[config.mk]
export PLATFORM = sky130hd
export DESIGN_NAME = multicycle_control
export DESIGN_NICKNAME = d
export VERILOG_FILES = /design/src/rtl/multicycle_control.sv
export SDC_FILE = /design/constraint.sdc
export NUM_CORES = 1
export LEC_CHECK = 0
export CORE_MARGIN = 2
export CORE_UTILIZATION = 42
export CTS_BUF_LIST = sky130_fd_sc_hd__clkbuf_4
export DETAILED_ROUTE_END_ITERATION = 6
export PLACE_DENSITY = 0.86
export SLEW_MARGIN = 5
export SYNTH_ARGS = -nofsm -noshare
export SYNTH_HDL_FRONTEND = slang
export SYNTH_SLANG_ARGS = --single-unit
[constraint.sdc]
create_clock -name clk -period 1.9 [get_ports clk]
set_input_delay 0.38 -clock clk [delete_from_list [all_inputs] [get_ports clk]]
set_output_delay 0.38 -clock clk [all_outputs]
set_load 0.01 [all_outputs]
[src/rtl/multicycle_control.sv]
// Multi-cycle MIPS control sequencer: steps the shared ALU/memory datapath
// through fetch, decode, execute, memory and write-back; traps on bad opcodes.
module multicycle_control (
   input  logic       clk,
   input  logic       rst_n,
   input  logic [5:0] Op,
   input  logic       MemReady,
   output logic       PCWrite,
   output logic       PCWriteCond,
   output logic       IorD,
   output logic       MemRead,
   output logic       MemWrite,
   output logic       IRWrite,
   output logic       MemtoReg,
   output logic       RegDst,
   output logic       RegWrite,
   output logic       ALUSrcA,
   output logic [1:0] ALUSrcB,
   output logic [1:0] ALUOp,
   output logic [1:0] PCSource,
   output logic       InstrDone,
   output logic       IllegalOp,
   output logic [3:0] State
);

   localparam int unsigned OP_W = 6;

   localparam logic [OP_W-1:0] OP_RTYPE = 6'b000000;
   localparam logic [OP_W-1:0] OP_LW    = 6'b100011;
   localparam logic [OP_W-1:0] OP_SW    = 6'b101011;
   localparam logic [OP_W-1:0] OP_BEQ   = 6'b000100;
   localparam logic [OP_W-1:0] OP_J     = 6'b000010;
   localparam logic [OP_W-1:0] OP_ADDI  = 6'b001000;

   typedef enum logic [3:0] {
      S_IDLE    = 4'd0,
      S_FETCH   = 4'd1,
      S_DECODE  = 4'd2,
      S_MEMADR  = 4'd3,
      S_MEMRD   = 4'd4,
      S_MEMWB   = 4'd5,
      S_MEMWR   = 4'd6,
      S_EXEC    = 4'd7,
      S_ALUWB   = 4'd8,
      S_BRANCH  = 4'd9,
      S_JUMP    = 4'd10,
      S_ADDI_EX = 4'd11,
      S_ADDI_WB = 4'd12,
      S_TRAP    = 4'd15
   } state_t;

   state_t state;
   state_t next_state;

   // State register plus the sticky illegal-opcode flag
   always_ff @(posedge clk or negedge rst_n) begin
      if (!rst_n) begin
         state     <= S_IDLE;
         IllegalOp <= 1'b0;
      end else begin
         state <= next_state;
         if (next_state == S_TRAP) begin
            IllegalOp <= 1'b1;
         end
      end
   end

   // Next-state and datapath control decode of the current state
   always_comb begin
      next_state  = S_IDLE;
      PCWrite     = 1'b0;
      PCWriteCond = 1'b0;
      IorD        = 1'b0;
      MemRead     = 1'b0;
      MemWrite    = 1'b0;
      IRWrite     = 1'b0;
      MemtoReg    = 1'b0;
      RegDst      = 1'b0;
      RegWrite    = 1'b0;
      ALUSrcA     = 1'b0;
      ALUSrcB     = 2'b00;
      ALUOp       = 2'b00;
      PCSource    = 2'b00;

      case (state)
         S_IDLE: begin
            next_state = S_FETCH;
         end
         S_FETCH: begin
            MemRead    = 1'b1;
            ALUSrcB    = 2'b01;
            IRWrite    = MemReady;
            PCWrite    = MemReady;
            next_state = MemReady ? S_DECODE : S_FETCH;
         end
         S_DECODE: begin
            // Branch target is precomputed while the opcode is decoded
            ALUSrcB = 2'b11;
            case (Op)
               OP_RTYPE:     next_state = S_EXEC;
               OP_LW, OP_SW: next_state = S_MEMADR;
               OP_BEQ:       next_state = S_BRANCH;
               OP_J:         next_state = S_JUMP;
               OP_ADDI:      next_state = S_ADDI_EX;
               default:      next_state = S_TRAP;
            endcase
         end
         S_MEMADR: begin
            ALUSrcA    = 1'b1;
            ALUSrcB    = 2'b10;
            next_state = (Op == OP_LW) ? S_MEMRD : S_MEMWR;
         end
         S_MEMRD: begin
            MemRead    = 1'b1;
            IorD       = 1'b1;
            next_state = MemReady ? S_MEMWB : S_MEMRD;
         end
         S_MEMWB: begin
            MemtoReg   = 1'b1;
            RegWrite   = 1'b1;
            next_state = S_FETCH;
         end
         S_MEMWR: begin
            MemWrite   = 1'b1;
            IorD       = 1'b1;
            next_state = MemReady ? S_FETCH : S_MEMWR;
         end
         S_EXEC: begin
            ALUSrcA    = 1'b1;
            ALUOp      = 2'b10;
            next_state = S_ALUWB;
         end
         S_ALUWB: begin
            RegDst     = 1'b1;
            RegWrite   = 1'b1;
            next_state = S_FETCH;
         end
         S_BRANCH: begin
            ALUSrcA     = 1'b1;
            ALUOp       = 2'b01;
            PCWriteCond = 1'b1;
            PCSource    = 2'b01;
            next_state  = S_FETCH;
         end
         S_JUMP: begin
            PCWrite    = 1'b1;
            PCSource   = 2'b10;
            next_state = S_FETCH;
         end
         S_ADDI_EX: begin
            ALUSrcA    = 1'b1;
            ALUSrcB    = 2'b10;
            next_state = S_ADDI_WB;
         end
         S_ADDI_WB: begin
            RegWrite   = 1'b1;
            next_state = S_FETCH;
         end
         S_TRAP: begin
            next_state = S_TRAP;
         end
         default: begin
            next_state = S_IDLE;
         end
      endcase
   end

   // An instruction retires whenever a non-fetch state hands back to FETCH
   assign InstrDone = (next_state == S_FETCH) && (state != S_IDLE) && (state != S_FETCH);
   assign State     = 4'(state);

endmodule

==> Word level (Yosys, flattened, before mapping) <==
Index checks and enable logic that the tools add are counted.
{ "op_classes": {"mul": 0, "div_mod_pow": 0, "order_cmp": 0, "eq_ne": 21, "n_bitwise": 0, "reduce_logical": 12, "add_sub_neg": 0, "shifts": 0, "mux": 19} }
{ "ops": {"columns": ["op", "n"], "rows": [
  ["one-hot mux 4 bit (9 select lines)", 1],
  ["== test 4 bit, second input constant", 7],
  ["one-hot mux 4 bit (5 select lines)", 1],
  ["== test 4 x 3 -> 1 bit, second input constant", 4],
  ["== test 6 bit, second input constant", 2],
  ["two-way mux 1 bit", 10],
  ["== test 4 x 1 -> 1 bit, second input constant", 2],
  ["== test 4 x 2 -> 1 bit, second input constant", 2],
  ["one-hot mux 2 bit (2 select lines)", 2],
  ["OR reduction 2 bit", 4],
  ["== test 6 x 2 -> 1 bit, second input constant", 1],
  ["== test 6 x 3 -> 1 bit, second input constant", 1],
  ["== test 6 x 4 -> 1 bit, second input constant", 1],
  ["zero test 6 bit", 1],
  ["one-hot mux 2 bit (3 select lines)", 1],
  ["OR reduction 6 bit", 1],
  ["zero test 4 bit", 1],
  ["two-way mux 2 bit", 2],
  ["inequality test 4 x 1 -> 1 bit, second input constant", 1],
  ["nonzero test 4 bit", 1],
  ["OR reduction 4 bit", 1],
  ["two-way mux 3 bit", 1],
  ["OR reduction 3 bit", 1],
  ["logical AND 1 bit", 2],
  ["one-hot mux 1 bit (2 select lines)", 1]
]} }
{ "totals": {"elab_cells": 54, "ram_bits": 0, "romBits": 0, "ff_bits": 5, "mem_count": 0, "latch_bits": 0} }

==> Longest topological paths before layout <==
{ "depth": {"ltp_word": 7, "depth_mapped": 7} }

==> Worst setup path after synthesis <==
No wires, ideal clock.
{ "synth_path": {"path_type": "reg-to-output", "start": "register state[1], in the netlist State[1]", "end": "output port InstrDone", "n_path_buf": 1, "slack_ps": -58, "t_required_ps": 1520, "t_arrival_ps": 1578, "stages_incl_launch_ff": 7, "cell_sequence": "dfrtp_1 buf_6 nand2b_1 nor2_1 a31o_1 or2_4 nor4_2"} }
{ "synth_via": {"elab_chain_cells": 6, "word_cells_on_any_way": 21, "classes_between": "15 x eq/ne; 1 x mux; 5 x reduce/logical"} }
{ "synth_rtl": {"columns": ["element", "line_no", "rtl"], "rows": [
  ["from (decl)", "52", "state_t state;"],
  ["from (signal assigned)", "61", "state <= next_state;"],
  ["== test 4 bit, or another cell as far along", "85", "case (state)"],
  ["OR reduction 6 bit (no source line)", null, null],
  ["one-hot mux 4 bit (9 select lines) *", "85", null],
  ["via next_state[2]", "53", "state_t next_state;"],
  ["== test 4 x 1 -> 1 bit *", "169", "assign InstrDone = (next_state == S_FETCH) && (state != S_IDLE) && (state != S_FETCH);"],
  ["logical AND 1 bit * (2 in series)", "169", null],
  ["to (decl)", "21", "output logic InstrDone,"]
]} }
Mark *: on every way through the listed nets, which the timed path passes. The rest lies on a longest branch.

==> Worst setup path after layout <==
{ "layout_path": {"start": "register state[0], in the netlist State[0]", "end": "output port InstrDone"} }
{ "layout_via": {"elab_chain_cells": 6, "word_cells_on_any_way": 21, "classes_between": "15 x eq/ne; 1 x mux; 5 x reduce/logical"} }
{ "layout_rtl": {"columns": ["element", "line_no"], "rows": [
  ["== test 4 bit, or another cell as far along", "85"],
  ["OR reduction 6 bit (no source line)", null],
  ["one-hot mux 4 bit (9 select lines)", "85"],
  ["== test 4 x 1 -> 1 bit", "169"],
  ["logical AND 1 bit", "169"],
  ["logical AND 1 bit *", "169"]
]} }
Mark *: on every way between the ends. The rest lies on a longest branch, timed or not.

==> summary.md <==
| Metric | Value |
|---|---|
| Final Net Count | 173 |
| Seq/Total Area, Yosys | 18.7% |
| Crit path buffers/inverters | 2 |
| Synthesis warning total | 0 |
| Synth Flop Type | dfrtp_1 |
| Port buffer count | 30 |
| Clock group share of total power | 6.3% |
| Clock Sink Count | 5 |
| R2R depth | 8 |
| Syn Area/Cell | 7.28 µm² |
| Die W | 43.9 µm |
| Worst Hold Class | input port to async pin |
| GRT Util Overall | 32.8% |
| I/O Pins | 31 |
| Initial antenna violation count | 0 |
| Starting Density | 44.4% |
| Via count of the routed design | 1122 |
| Dpl cells | 160 |
| Chip height | 43.9 µm |
| CP cell instances | buf_6 > maj3_1 > nand2_1 > a22oi_2 > nor4_4 > buf_2 |
| Area Overhead vs Synth | 97.9% |
| Synthesized Nets | 101 |
| Max IR drop VDD | 1.19 mV |
| Fin. max-slew vios | 0 |
| Cts hold-fix bufs | 0 |
| Clk Latency, worst-skew pair | 0.25 ns |
| WL/cell | 20.0 µm |
| Seq pwr share | 9.3% |
| Antenna Nets Post-Route | 0 |
| Vias in the first global route | 1046 |
| Critical Path AT | 1.87 ns |
| Flops & latches, synth | 5 |
| Max-slew headroom | 71.7% |
| Post-synth EDFFs | 0 |
| WL final | 3580 µm |
| DRC violations left | 0 |
| First-pass GRT wire length | 4670 µm |
| Critical path class | flop to output port |
| Outcome | finished with violations |
| Fmax | 0.445 GHz |
| GPL Wtd Cong | 0.832 |
| Yosys cell types | 42 |
| PwrDens | 1820 mW/mm² |
| CP required | 1.52 ns |
| Max incr delay on CP | 0.45 ns |
| Post-synthesis async set-or-reset flop share | 100% |
| Largest net degree at the start of global routing | 13 |
| Core Area | 0.00151 mm² |
| Sw Share | 46.3% |
| Most frequent cells in the layout | buf_4, buf_2, nor2_1 |
| Critical Path Slowest Stage Cell | dfrtp_2 |
| H-Tree Depth | 1 |
| Worst Skew | 0.000796 ns |
| Fillers | 86 |
| Final Core Density | 88.0% |
| Final Worst Setup Slack | -0.347 ns |
| Synth area leaders | dfrtp_1, nor2_1, a21oi_1, o21ai_0, nand2b_1 |
| Startpoint Class | flop |
| Clock slew at reported path FFs | 0.05 ns |
| Maxcap violations | 0 |
| Final setup viols | 3 |
| Mapped cell area | 669 µm² |
| Worst setup EP type | output port |
| Drt via density | 6.27 |
| Final hold violations | 0 |
| Largest area contributor in the synthesized netlist | dfrtp_1 |
| Area of the multi-input gates | 573 µm² |
| Crit-path max FO | 6 |
| Share of cells above drive strength 1 | 58.9% |
| Antenna cells | 0 |
| Flip-flop and latch area | 128 µm² |
| Iteration-0 DRC Markers | 65 |
| Min Tclk post-route | 2.25 ns |
| Critical Path Stages | 6 |
| Clock Tree Buf Depth | 2 |
| Grt total ovfl | 0 |
| Delay-heaviest family, CP | flip-flops |
| Internal | 1.29 mW |
| Final instance area | 0.00133 mm² |
| Root Driver | clkbuf_4 |
| Comb power frac | 84.4% |
| Lkg Pwr | 0.661 nW |
| RSZ-0062 raised after global routing | yes |
| Tcrit/Tclk final | 118% |
| Fin cells | 179 |
| CTS tree | done |
| # rows | 14 |
| Failing checks | negative setup slack |
| Mapped Cells | 92 |
| Overall die area | 0.00193 mm² |
| CTS buffer count | 3 |
| Commonest non-fill, non-tap cell in the layout | buf_4 |
| Dpl cell area | 0.00118 mm² |
| Worst-margin pin slew | 0.417 ns |
| Switch Pwr | 1.12 mW |
| Synth top area share | 18.7% |
| DR pass1 iterations | 4 |
| Hpwl dp | 1840 µm |
## per-layer routing
metal / part of all wire, % / GRT usage [%] / wire length [µm]
met5: 0 / 0 / 0
met4: 6.0 / 19.4 / 215
met3: 8.5 / 5.00 / 305
met2: 50 / 61.5 / 1800
met1: 35 / 33.4 / 1260
## power by group through the flow
| stage | clock (mW) | combinational, mW | sequential [mW] |
|---|---|---|---|
| after CTS | 0.147 | 1.70 | 0.218 |
| final | 0.151 | 2.03 | 0.225 |
| after global placement | 0 | 1.61 | 0.217 |
| after global routing | 0.154 | 2.12 | 0.229 |
| after detailed placement | 0 | 1.65 | 0.219 |
| after floorplan | 0 | 0.821 | 0.226 |
## cell usage after synthesis, drive strengths merged (2+ instances only)
cell,count
o21ai,7
a31o,2
nand2,6
buf,4
nor4b,2
or2,6
nand2b,4
nand3,3
dfrtp,5
a21oi,6
a32o,2
nor3,4
clkbuf,4
inv,4
and3,2
o211ai,2
nor2,12
## area by class of cell
class	count	area share, %
multi-input combinational	75	43.2
timing repair buffer	75	42.2
sequential	5	9.63
clock buffer	4	2.27
tap	16	1.51
inverter	4	1.13
## stage by stage
step | hold WS, ns | setup TNS, ns | power (mW) | setup WS (ns)
global placement | 0.462 | -2.82 | 1.83 | -1.00
floorplan | 0.0844 | 0 | 1.05 | 0.00775
global route | 0.391 | -0.836 | 2.50 | -0.408
CTS | 0.356 | -0.484 | 2.07 | -0.261
finish | 0.382 | -0.520 | 2.41 | -0.347
detailed placement | 0.461 | -3.39 | 1.87 | -1.08
## flip-flops by register name, summed over array words and instances, names as in the netlist
| signal | flops |
|---|---|
| IllegalOp | 1 |
| State | 4 |
## cell families after synthesis
logic type	count (synthesis)	share of synthesized area [%]
AO/OA/AOI/OAI	25	26.2
XOR/XNOR	2	2.62
adder cells (fa/ha/maj)	1	1.50
buffers and inverters	12	10.1
flip-flops	5	18.7
multiplexers	1	1.50
AND/OR/NAND/NOR	46	39.4
## final timing paths
check / startpoint / to / slack, ns
worst max-delay path: State[0] / InstrDone / -0.35
worst min-delay path: rst_n / State[0] / 0.38
worst max register to register: State[1] / IllegalOp / 0.07
worst min register to register: IllegalOp / IllegalOp / 0.54
max in group asynchronous: rst_n / State[1] / 1.27
min in group clk: IllegalOp / IllegalOp / 0.54
## timing repair
action                     4_1_cts  5_1_grt
setup endpoints to repair       17       15
gates resized for setup         88       22
setup buffers                    9        5
cloned                           0        1
pin swaps                       10        3
No activity file was read; power rests on OpenSTA's default activity.
